--- config.mk ---
export PLATFORM = sky130hd
export DESIGN_NAME = pipe_stage_buf
export DESIGN_NICKNAME = d
export VERILOG_FILES = /design/src/rtl/pipe_stage_buf.sv
export SDC_FILE = /design/constraint.sdc
export NUM_CORES = 1
export LEC_CHECK = 0
export BUFFER_PORTS_ARGS = -buffer_cell sky130_fd_sc_hd__buf_4
export CORE_MARGIN = 1.5
export CORE_UTILIZATION = 25
export DETAILED_ROUTE_END_ITERATION = 16
export PLACE_DENSITY = 0.45
export REMOVE_ABC_BUFFERS = 1
export SLEW_MARGIN = 20
export SYNTH_ARGS = -nofsm -noshare
export SYNTH_HDL_FRONTEND = slang
export SYNTH_SLANG_ARGS = --single-unit
--- constraint.sdc ---
create_clock -name clk -period 2.6 [get_ports clk]
set_input_delay 0.52 -clock clk [delete_from_list [all_inputs] [get_ports clk]]
set_output_delay 0.52 -clock clk [all_outputs]
set_load 0.01 [all_outputs]
--- src/rtl/pipe_stage_buf.sv ---
// pipe_stage_buf: generic valid/ready pipeline stage register.
//
// Sits on a pipeline boundary and holds up to two beats (SKID=1, registered in_ready) or
// one beat (SKID=0, in_ready combinational from out_ready). Supports synchronous flush,
// a global stall that freezes all state, and a squash qualifier that rewrites selected
// payload bits as the beat is captured.
//
// Ports:
//   clk       in   rising-edge clock
//   rst       in   synchronous reset, active low
//   stall     in   freeze state, block both transfers
//   flush     in   drop held beats and the beat offered this cycle
//   squash    in   apply SQ_CLR/SQ_SET rewrite to the captured beat
//   in_valid  in   upstream beat valid
//   in_ready  out  stage can accept a beat
//   in_data   in   upstream payload
//   out_valid out  payload valid toward downstream
//   out_ready in   downstream accepts
//   out_data  out  head payload, zero when empty
//   count     out  number of beats held
module pipe_stage_buf #(
  parameter int unsigned          DATA_W = 64,
  parameter int unsigned          SKID   = 1,
  parameter logic [DATA_W-1:0]    SQ_CLR = '0,
  parameter logic [DATA_W-1:0]    SQ_SET = '0
) (
  input  logic              clk,
  input  logic              rst,
  input  logic              stall,
  input  logic              flush,
  input  logic              squash,
  input  logic              in_valid,
  output logic              in_ready,
  input  logic [DATA_W-1:0] in_data,
  output logic              out_valid,
  input  logic              out_ready,
  output logic [DATA_W-1:0] out_data,
  output logic [1:0]        count
);

  typedef enum logic [1:0] {
    StEmpty = 2'd0,
    StOne   = 2'd1,
    StFull  = 2'd2
  } state_e;

  logic              main_valid_q, main_valid_d;
  logic              skid_valid_q, skid_valid_d;
  logic [DATA_W-1:0] main_data_q, main_data_d;
  logic [DATA_W-1:0] skid_data_q, skid_data_d;

  logic              in_fire;
  logic              out_fire;
  logic [DATA_W-1:0] cap;
  state_e            state;

  // SQ_SET is applied last so it wins over SQ_CLR on overlapping bits.
  assign cap = squash ? ((in_data & ~SQ_CLR) | SQ_SET) : in_data;

  assign count = {1'b0, main_valid_q} + {1'b0, skid_valid_q};
  assign state = state_e'(count);

  // With the skid buffer, in_ready depends on registered state only.
  assign in_ready = (SKID != 0) ? (!stall && !skid_valid_q)
                                : (!stall && (!main_valid_q || out_ready));

  assign out_valid = main_valid_q && !stall;
  assign out_data  = main_data_q;

  assign in_fire  = in_valid && in_ready;
  assign out_fire = out_valid && out_ready;

  always_comb begin
    main_valid_d = main_valid_q;
    main_data_d  = main_data_q;
    skid_valid_d = skid_valid_q;
    skid_data_d  = skid_data_q;

    if (flush) begin
      main_valid_d = 1'b0;
      main_data_d  = '0;
      skid_valid_d = 1'b0;
      skid_data_d  = '0;
    end else if (stall) begin
      // hold everything
    end else if (SKID != 0) begin
      unique case (state)
        StEmpty: begin
          if (in_fire) begin
            main_valid_d = 1'b1;
            main_data_d  = cap;
          end
        end
        StOne: begin
          if (in_fire && out_fire) begin
            main_data_d = cap;
          end else if (out_fire) begin
            main_valid_d = 1'b0;
            main_data_d  = '0;
          end else if (in_fire) begin
            skid_valid_d = 1'b1;
            skid_data_d  = cap;
          end
        end
        StFull: begin
          if (out_fire) begin
            main_data_d  = skid_data_q;
            skid_valid_d = 1'b0;
            skid_data_d  = '0;
          end
        end
        default: begin
          main_valid_d = 1'b0;
          main_data_d  = '0;
          skid_valid_d = 1'b0;
          skid_data_d  = '0;
        end
      endcase
    end else begin
      if (in_fire) begin
        main_valid_d = 1'b1;
        main_data_d  = cap;
      end else if (out_fire) begin
        main_valid_d = 1'b0;
        main_data_d  = '0;
      end
    end
  end

  always_ff @(posedge clk) begin
    if (!rst) begin
      main_valid_q <= 1'b0;
      main_data_q  <= '0;
      skid_valid_q <= 1'b0;
      skid_data_q  <= '0;
    end else begin
      main_valid_q <= main_valid_d;
      main_data_q  <= main_data_d;
      skid_valid_q <= skid_valid_d;
      skid_data_q  <= skid_data_d;
    end
  end

endmodule

==> results of run 1 <==
## synth_stat cells, drive strengths merged
| cell | instances |
|---|---|
| inv | 2 |
| clkbuf | 47 |
| nand3b | 2 |
| nor2b | 3 |
| ha | 2 |
| o211ai | 1 |
| nor2 | 2 |
| a211o | 1 |
| a21oi | 68 |
| nand2 | 2 |
| o2bb2ai | 64 |
| a21boi | 1 |
| dfxtp | 130 |
| a22oi | 64 |
| a41o | 1 |
| buf | 23 |
| o21ai | 67 |
| a21bo | 1 |
| nand4 | 64 |
| mux2i | 1 |
| nand2b | 2 |
| a211oi | 1 |
| nand3 | 1 |
## cell type report
| type | count | area [µm²] | area share, % |
|---|---|---|---|
| clock inverters | 13 | 209 | 2.94 |
| inverters | 2 | 7.51 | 0.106 |
| repair buffers | 152 | 1160 | 16.3 |
| well taps | 270 | 338 | 4.75 |
| flip-flops and latches | 130 | 2600 | 36.6 |
| clock buffers | 19 | 443 | 6.23 |
| multi-input cells | 348 | 2350 | 33.0 |
## repair_timing
action	in CTS	in global routing
endpoints found under the hold margin	0	0
resized for setup	1	1
endpoints found under the setup margin	1	11
## where the power goes
part	switching (W)	total (W)	internal, W	leakage, nW
clock network	0.000920	0.00265	0.00173	0.309
registers	0.0000163	0.00204	0.00202	1.05
logic	0.000210	0.000368	0.000158	1.28
## through the flow
stage / util [%] / total power, W / hold slack, ns / setup TNS, ns / instance area (µm²)
3_3_place_gp: 31.6 / 0.00245 / 0.446 / 0 / 6440
6_report: 34.9 / 0.00505 / 0.394 / 0 / 7110
3_5_place_dp: 31.6 / 0.00245 / 0.448 / 0 / 6440
4_1_cts: 34.9 / 0.00513 / 0.371 / 0 / 7100
5_1_grt: 34.9 / 0.00526 / 0.387 / 0 / 7110
2_1_floorplan: - / 0.00222 / 0.450 / -251.43 / 4900
## path summary, 6_finish.rpt
path / slack (ns) / depth (start not counted) / endpoint
max: 0.20 / 6 / out_data[62]$_SDFFE_PP0P_
min: 0.39 / 3 / skid_data_q[40]$_SDFFE_PP0P_
min reg2reg: 0.46 / 1 / out_data[4]$_SDFFE_PP0P_
max reg2reg: 0.20 / 6 / out_data[62]$_SDFFE_PP0P_
## critical path: cells and delay by family, from the launching register on
kind / cells / cell delay, ns
fa+ha+maj: 1 / 0.33
compound gates: 3 / 1.13
buf+inv: 2 / 0.38
flops: 1 / 0.45
## registers in the layout, summed over array words and instances, names as in the netlist
name,cells
skid_data_q,64
out_data,64
main_valid_q,1
skid_valid_q,1
## cell families after synthesis
group           after synthesis  share of synthesized area, %
compound gates              269                          34.1
fa+ha+maj                     2                         0.480
buf+inv                      72                          6.05
flops                       130                          50.0
mux                           1                         0.192
simple gates                 76                          9.20
## metal layers
metal	part of all wire, %	up-vias	global-route usage (%)
met4	1.6	0	5.15
met3	4.9	17	3.39
met2	47	141	26.1
met1	47	2368	20.4
met5	0	-	0
li1	-	2357	-
==> summary.md, run 1 <==
| Metric | Value |
|---|---|
| Inserted Diodes | `0` |
| Achievable Freq | `0.418 GHz` |
| Final Cycle Share | `just over 90%` |
| Sinks on the clock net | `130` |
| DR pass1 iterations | `5` |
| WP data arrival | `roughly 2.7 ns` |
| Final hold violations | `0` |
| Gr ovfl total | `0` |
| CP max FO | `34` |
| H-tree level count | `4` |
| Mapped Avg Cell Area | `between 9 and 10 µm²` |
| Post-CTS Setup Inserts | `0` |
| Vias in the first global route | `4883` |
| Most frequent cells in the layout | `buf_4 (149), dfxtp_1 (130), a21oi_1 (67)` |
| Post-route setup slack | `0.205 ns` |
| I/O pins | `139` |
| Hold Buf Count CTS | `0` |
| CTS tree | `built` |
| Largest net degree at the start of global routing | `68` |
| RePlAce Congestion | `0.697` |
| Row count | `52` |
| Leak pwr | `~2.6 nW` |
| # Max-Cap Violations | `0` |
| # fillers | `approximately 2100` |
| Worst path cell trace | `inv_1 -> ha_2 -> o21ai_0 -> a21oi_4 -> buf_12 -> o2bb2ai_1` |
| Power per cell area | `roughly 710 nW/µm²` |
| Status | `completed` |
| Number of remaining DRC errors | `0` |
| Synth Warn # | `0` |
| Most common cell after layout, fill and taps aside | `buf_4` |
| Synth top area cells | `dfxtp_1 (50%), o2bb2ai_1 (11%), a22oi_1 (9.2%), nand4_1 (7.7%), a21oi_1 (6.4%)` |
| Seq/Total Area, Yosys | `around half` |
| Global-route wire length before repair | `27000 µm` |
| Worst Tran Pin Value | `~1 ns` |
| Crit. Startpoint | `main_valid_q$_SDFFE_PP0P_` |
| Slew HR | `between 30% and 40%` |
| DR WL/cell | `~18 µm` |
| DR vias | `between 4000 and 5000` |
| Total Routed Length | `16800 µm` |
| Via density | `5.23` |
| Root Buffer | `clkbuf_16` |
| Mapped Cells | `550` |
| Max incr delay on CP | `slightly above 0.8 ns` |
| Placed cells | `902` |
| Hpwl dp | `about 10000 µm` |
| Worst path required time | `between 2 and 3 ns` |
| DRT antenna net count | `0` |
| Starting Density | `25.6%` |
| Overall Global Routing Usage | `15.8%` |
| Worst min-delay path startpoint | `in_data[40]` |
| Final clock skew | `around 0.0067 ns` |
| Chip width | `about 150 µm` |
| PortBufs | `137` |
| R2R Path Start | `main_valid_q$_SDFFE_PP0P_` |
| Mapped Area | `around 5200 µm²` |
| Die height | `~150 µm` |
| Unrepaired setup endpoints after global routing | `false` |
| Pre-CTS setup slack | `roughly 0.15 ns` |
| Synthesized flop and latch total | `130` |
| Min-Delay Path Class | `input port to flop` |
| Die Area | `approximately 22000 µm²` |
| Layout net count | `roughly 720` |
| Clock transition at path regs | `around 0.06 ns` |
| Worst IR drop on VDD | `0.414 mV` |
| Core area | `around 20000 µm²` |
| Initial antenna violation count | `0` |
| Max Slew Vio Count | `0` |
| Clk Latency, worst-skew pair | `between 0.4 and 0.5 ns` |
| Area grow syn2layout | `36.5%` |
| Maximum root-to-sink buffer count | `2` |
| 1st-iter DRT viols | `180` |
| CP max stage cell | `a21oi_4` |
| Layout cells sized above 1 | `between 20 and 30%` |
| Final setup fails | `0` |
| Crit. End Element | `flop` |
| Final cell count without fillers | `934` |
| Yosys top cell area share | `between 40 and 50%` |
| Crit path kind | `flop to flop` |
| Synth area leader | `dfxtp_1` |
| Post-route minimum period | `2.40 ns` |
| TritonCTS Buffers | `17` |
| Startpoint Class | `flop` |
| Distinct cells, synth | `28` |
Note: power is estimated with default switching activity, not from simulation.
==> run 2, diff against run 1 <==
CORE_UTILIZATION = 45   (was 25)
PLACE_DENSITY = 0.71   (was 0.45)
==> run 2 against run 1 <==
  * Power decreased by 3.0%
  * Die area fell by 44%
  * Largest power group unchanged
  * First-iteration DRC count grew to 2.7 times the previous value
  * Global-route usage up 8.5 points
==> summary.md, run 2 (synthesis results as in run 1) <==
| Metric | Value |
|---|---|
| Sinks on the clock net | `130` |
| Final setup fails | `0` |
| Post-Route Utilization | `slightly above 60%` |
| Inserted Diodes | `0` |
| Maximum root-to-sink buffer count | `2` |
| Post-CTS Setup Inserts | `0` |
| Chip width | `roughly 110 µm` |
| R2R Path Start | `skid_valid_q$_SDFFE_PP0P_` |
| CTS tree | `built` |
| Area grow syn2layout | `34.0%` |
| # Max-Cap Violations | `0` |
| Sequential cell area | `~2600 µm²` |
| Number of remaining DRC errors | `0` |
| Final clock skew | `0.00946 ns` |
| Starting Density | `roughly 46%` |
| I/O pins | `139` |
| Row count | `39` |
| TritonCTS Buffers | `17` |
| Cts repair resizes | `0` |
| Worst path required time | `~2.1 ns` |
| Worst min-delay path startpoint | `in_data[17]` |
| Crit. Startpoint | `skid_valid_q$_SDFFE_PP0P_` |
| Leak pwr | `2.65 nW` |
| Most common cell after layout, fill and taps aside | `buf_4` |
| Slew HR | `between 50% and 60%` |
| Design Power | `about 0.0049 W` |
| Max incr delay on CP | `roughly 0.43 ns` |
| Post-route minimum period | `about 2.2 ns` |
| Largest net degree at the start of global routing | `66` |
| CP most frequent cell | `buf_4` |
| Dpl cell area | `between 6000 and 7000 µm²` |
| DRT antenna net count | `0` |
| Startpoint Class | `flop` |
| Max Slew Vio Count | `0` |
| Power per cell area | `702 nW/µm²` |
| RePlAce Congestion | `0.817` |
| Placed cells | `772` |
| Worst IR drop on VDD | `just under 0.4 mV` |
| Initial antenna violation count | `0` |
| Hpwl dp | `about 8600 µm` |
| Area of the multi-input gates | `approximately 2300 µm²` |
| H-tree level count | `4` |
| Gr ovfl total | `0` |
| DR vias | `roughly 5000` |
| WP data arrival | `around 1.7 ns` |
| Global-route wire length before repair | `roughly 24000 µm` |
| Root Buffer | `clkbuf_16` |
| DR WL/cell | `approximately 19 µm` |
| CP max FO | `23` |
| CP max stage cell | `dfxtp_1` |
| Crit. End Element | `output port` |
| Achievable Freq | `between 0.4 and 0.5 GHz` |
| Final Cycle Share | `a little under nine tenths` |
| Layout cells sized above 1 | `between 20% and 30%` |
| Final cell count without fillers | `804` |
| Worst Tran Pin Value | `between 0.7 and 0.8 ns` |
| Via density | `around 6.2` |
| Vias in the first global route | `roughly 4900` |
| Core area | `approximately 11000 µm²` |
| PortBufs | `approximately 140` |
| Worst path cell trace | `inv_1 -> ha_2 -> buf_4 -> buf_4` |
| Crit path kind | `flop to output port` |
| Clock transition at path regs | `about 0.060 ns` |
| Status | `completed` |
| DR pass1 iterations | `5` |
| Die height | `roughly 110 µm` |
| Clk Latency, worst-skew pair | `approximately 0.4 ns` |
| Unrepaired setup endpoints after global routing | `false` |
| Overall Global Routing Usage | `between 20% and 30%` |
| Die Area | `12200 µm²` |
| Most frequent cells in the layout | `buf_4 (142), dfxtp_1 (130), a21oi_1 (67)` |
| Fin area | `roughly 7000 µm²` |
| Final hold violations | `0` |
| Hold Buf Count CTS | `0` |
| # fillers | `approximately 940` |
| 1st-iter DRT viols | `between 400 and 500` |
| Total Routed Length | `~15000 µm` |
| TNS Setup | `0 ns` |
| Layout net count | `722` |
| Min-Delay Path Class | `input port to flop` |
[run 2: metrics by stage]
step	hold slack, ns	worst slack (ns)
4_1_cts	0.391	0.367
6_report	0.401	0.357
5_1_grt	0.390	0.257
3_3_place_gp	0.445	0.389
2_1_floorplan	0.450	-2.73
3_5_place_dp	0.447	0.320
[run 2: cell type report]
type,instances,share of cell area (%)
Inverter,2,0.108
Multi-Input combinational cell,348,33.5
Timing Repair Buffer,150,17.7
Tap cell,143,2.56
Clock inverter,10,2.26
Sequential cell,130,37.3
Clock buffer,21,6.59
[run 2: path summary, 6_finish.rpt]
path                                       to  slack, ns  depth (start not counted)
hold reg to reg     out_data[12]$_SDFFE_PP0P_       0.46                          1
setup / recovery                     count[0]       0.36                          4
setup reg to reg  skid_data_q[2]$_SDFFE_PP0P_       0.39                          7
hold / removal      out_data[17]$_SDFFE_PP0P_       0.40                          3
[run 2: report_power, final]
| group | switching, W | total (W) | internal [W] | leakage (nW) |
|---|---|---|---|---|
| Clock | 0.000847 | 0.00249 | 0.00164 | 0.295 |
| Combinational | 0.000205 | 0.000370 | 0.000165 | 1.30 |
| Sequential | 0.0000167 | 0.00204 | 0.00202 | 1.05 |
| Total | 0.00107 | 0.00490 | 0.00383 | 2.65 |
[run 2: layer usage]
layer | global-route usage (%) | up-vias | routed length (µm)
li1 | - | 2348 | -
met1 | 32.7 | 2384 | 6620
met2 | 38.2 | 242 | 7240
met3 | 6.09 | 16 | 1050
met4 | 8.03 | 0 | 174
met5 | 0 | - | 0
[run 2: critical path: cells and delay by family, from the launching register on]
family	cells	cell delay, ns
DFF	1	0.43
buffers and inverters	3	0.54
adders and majority gates	1	0.35
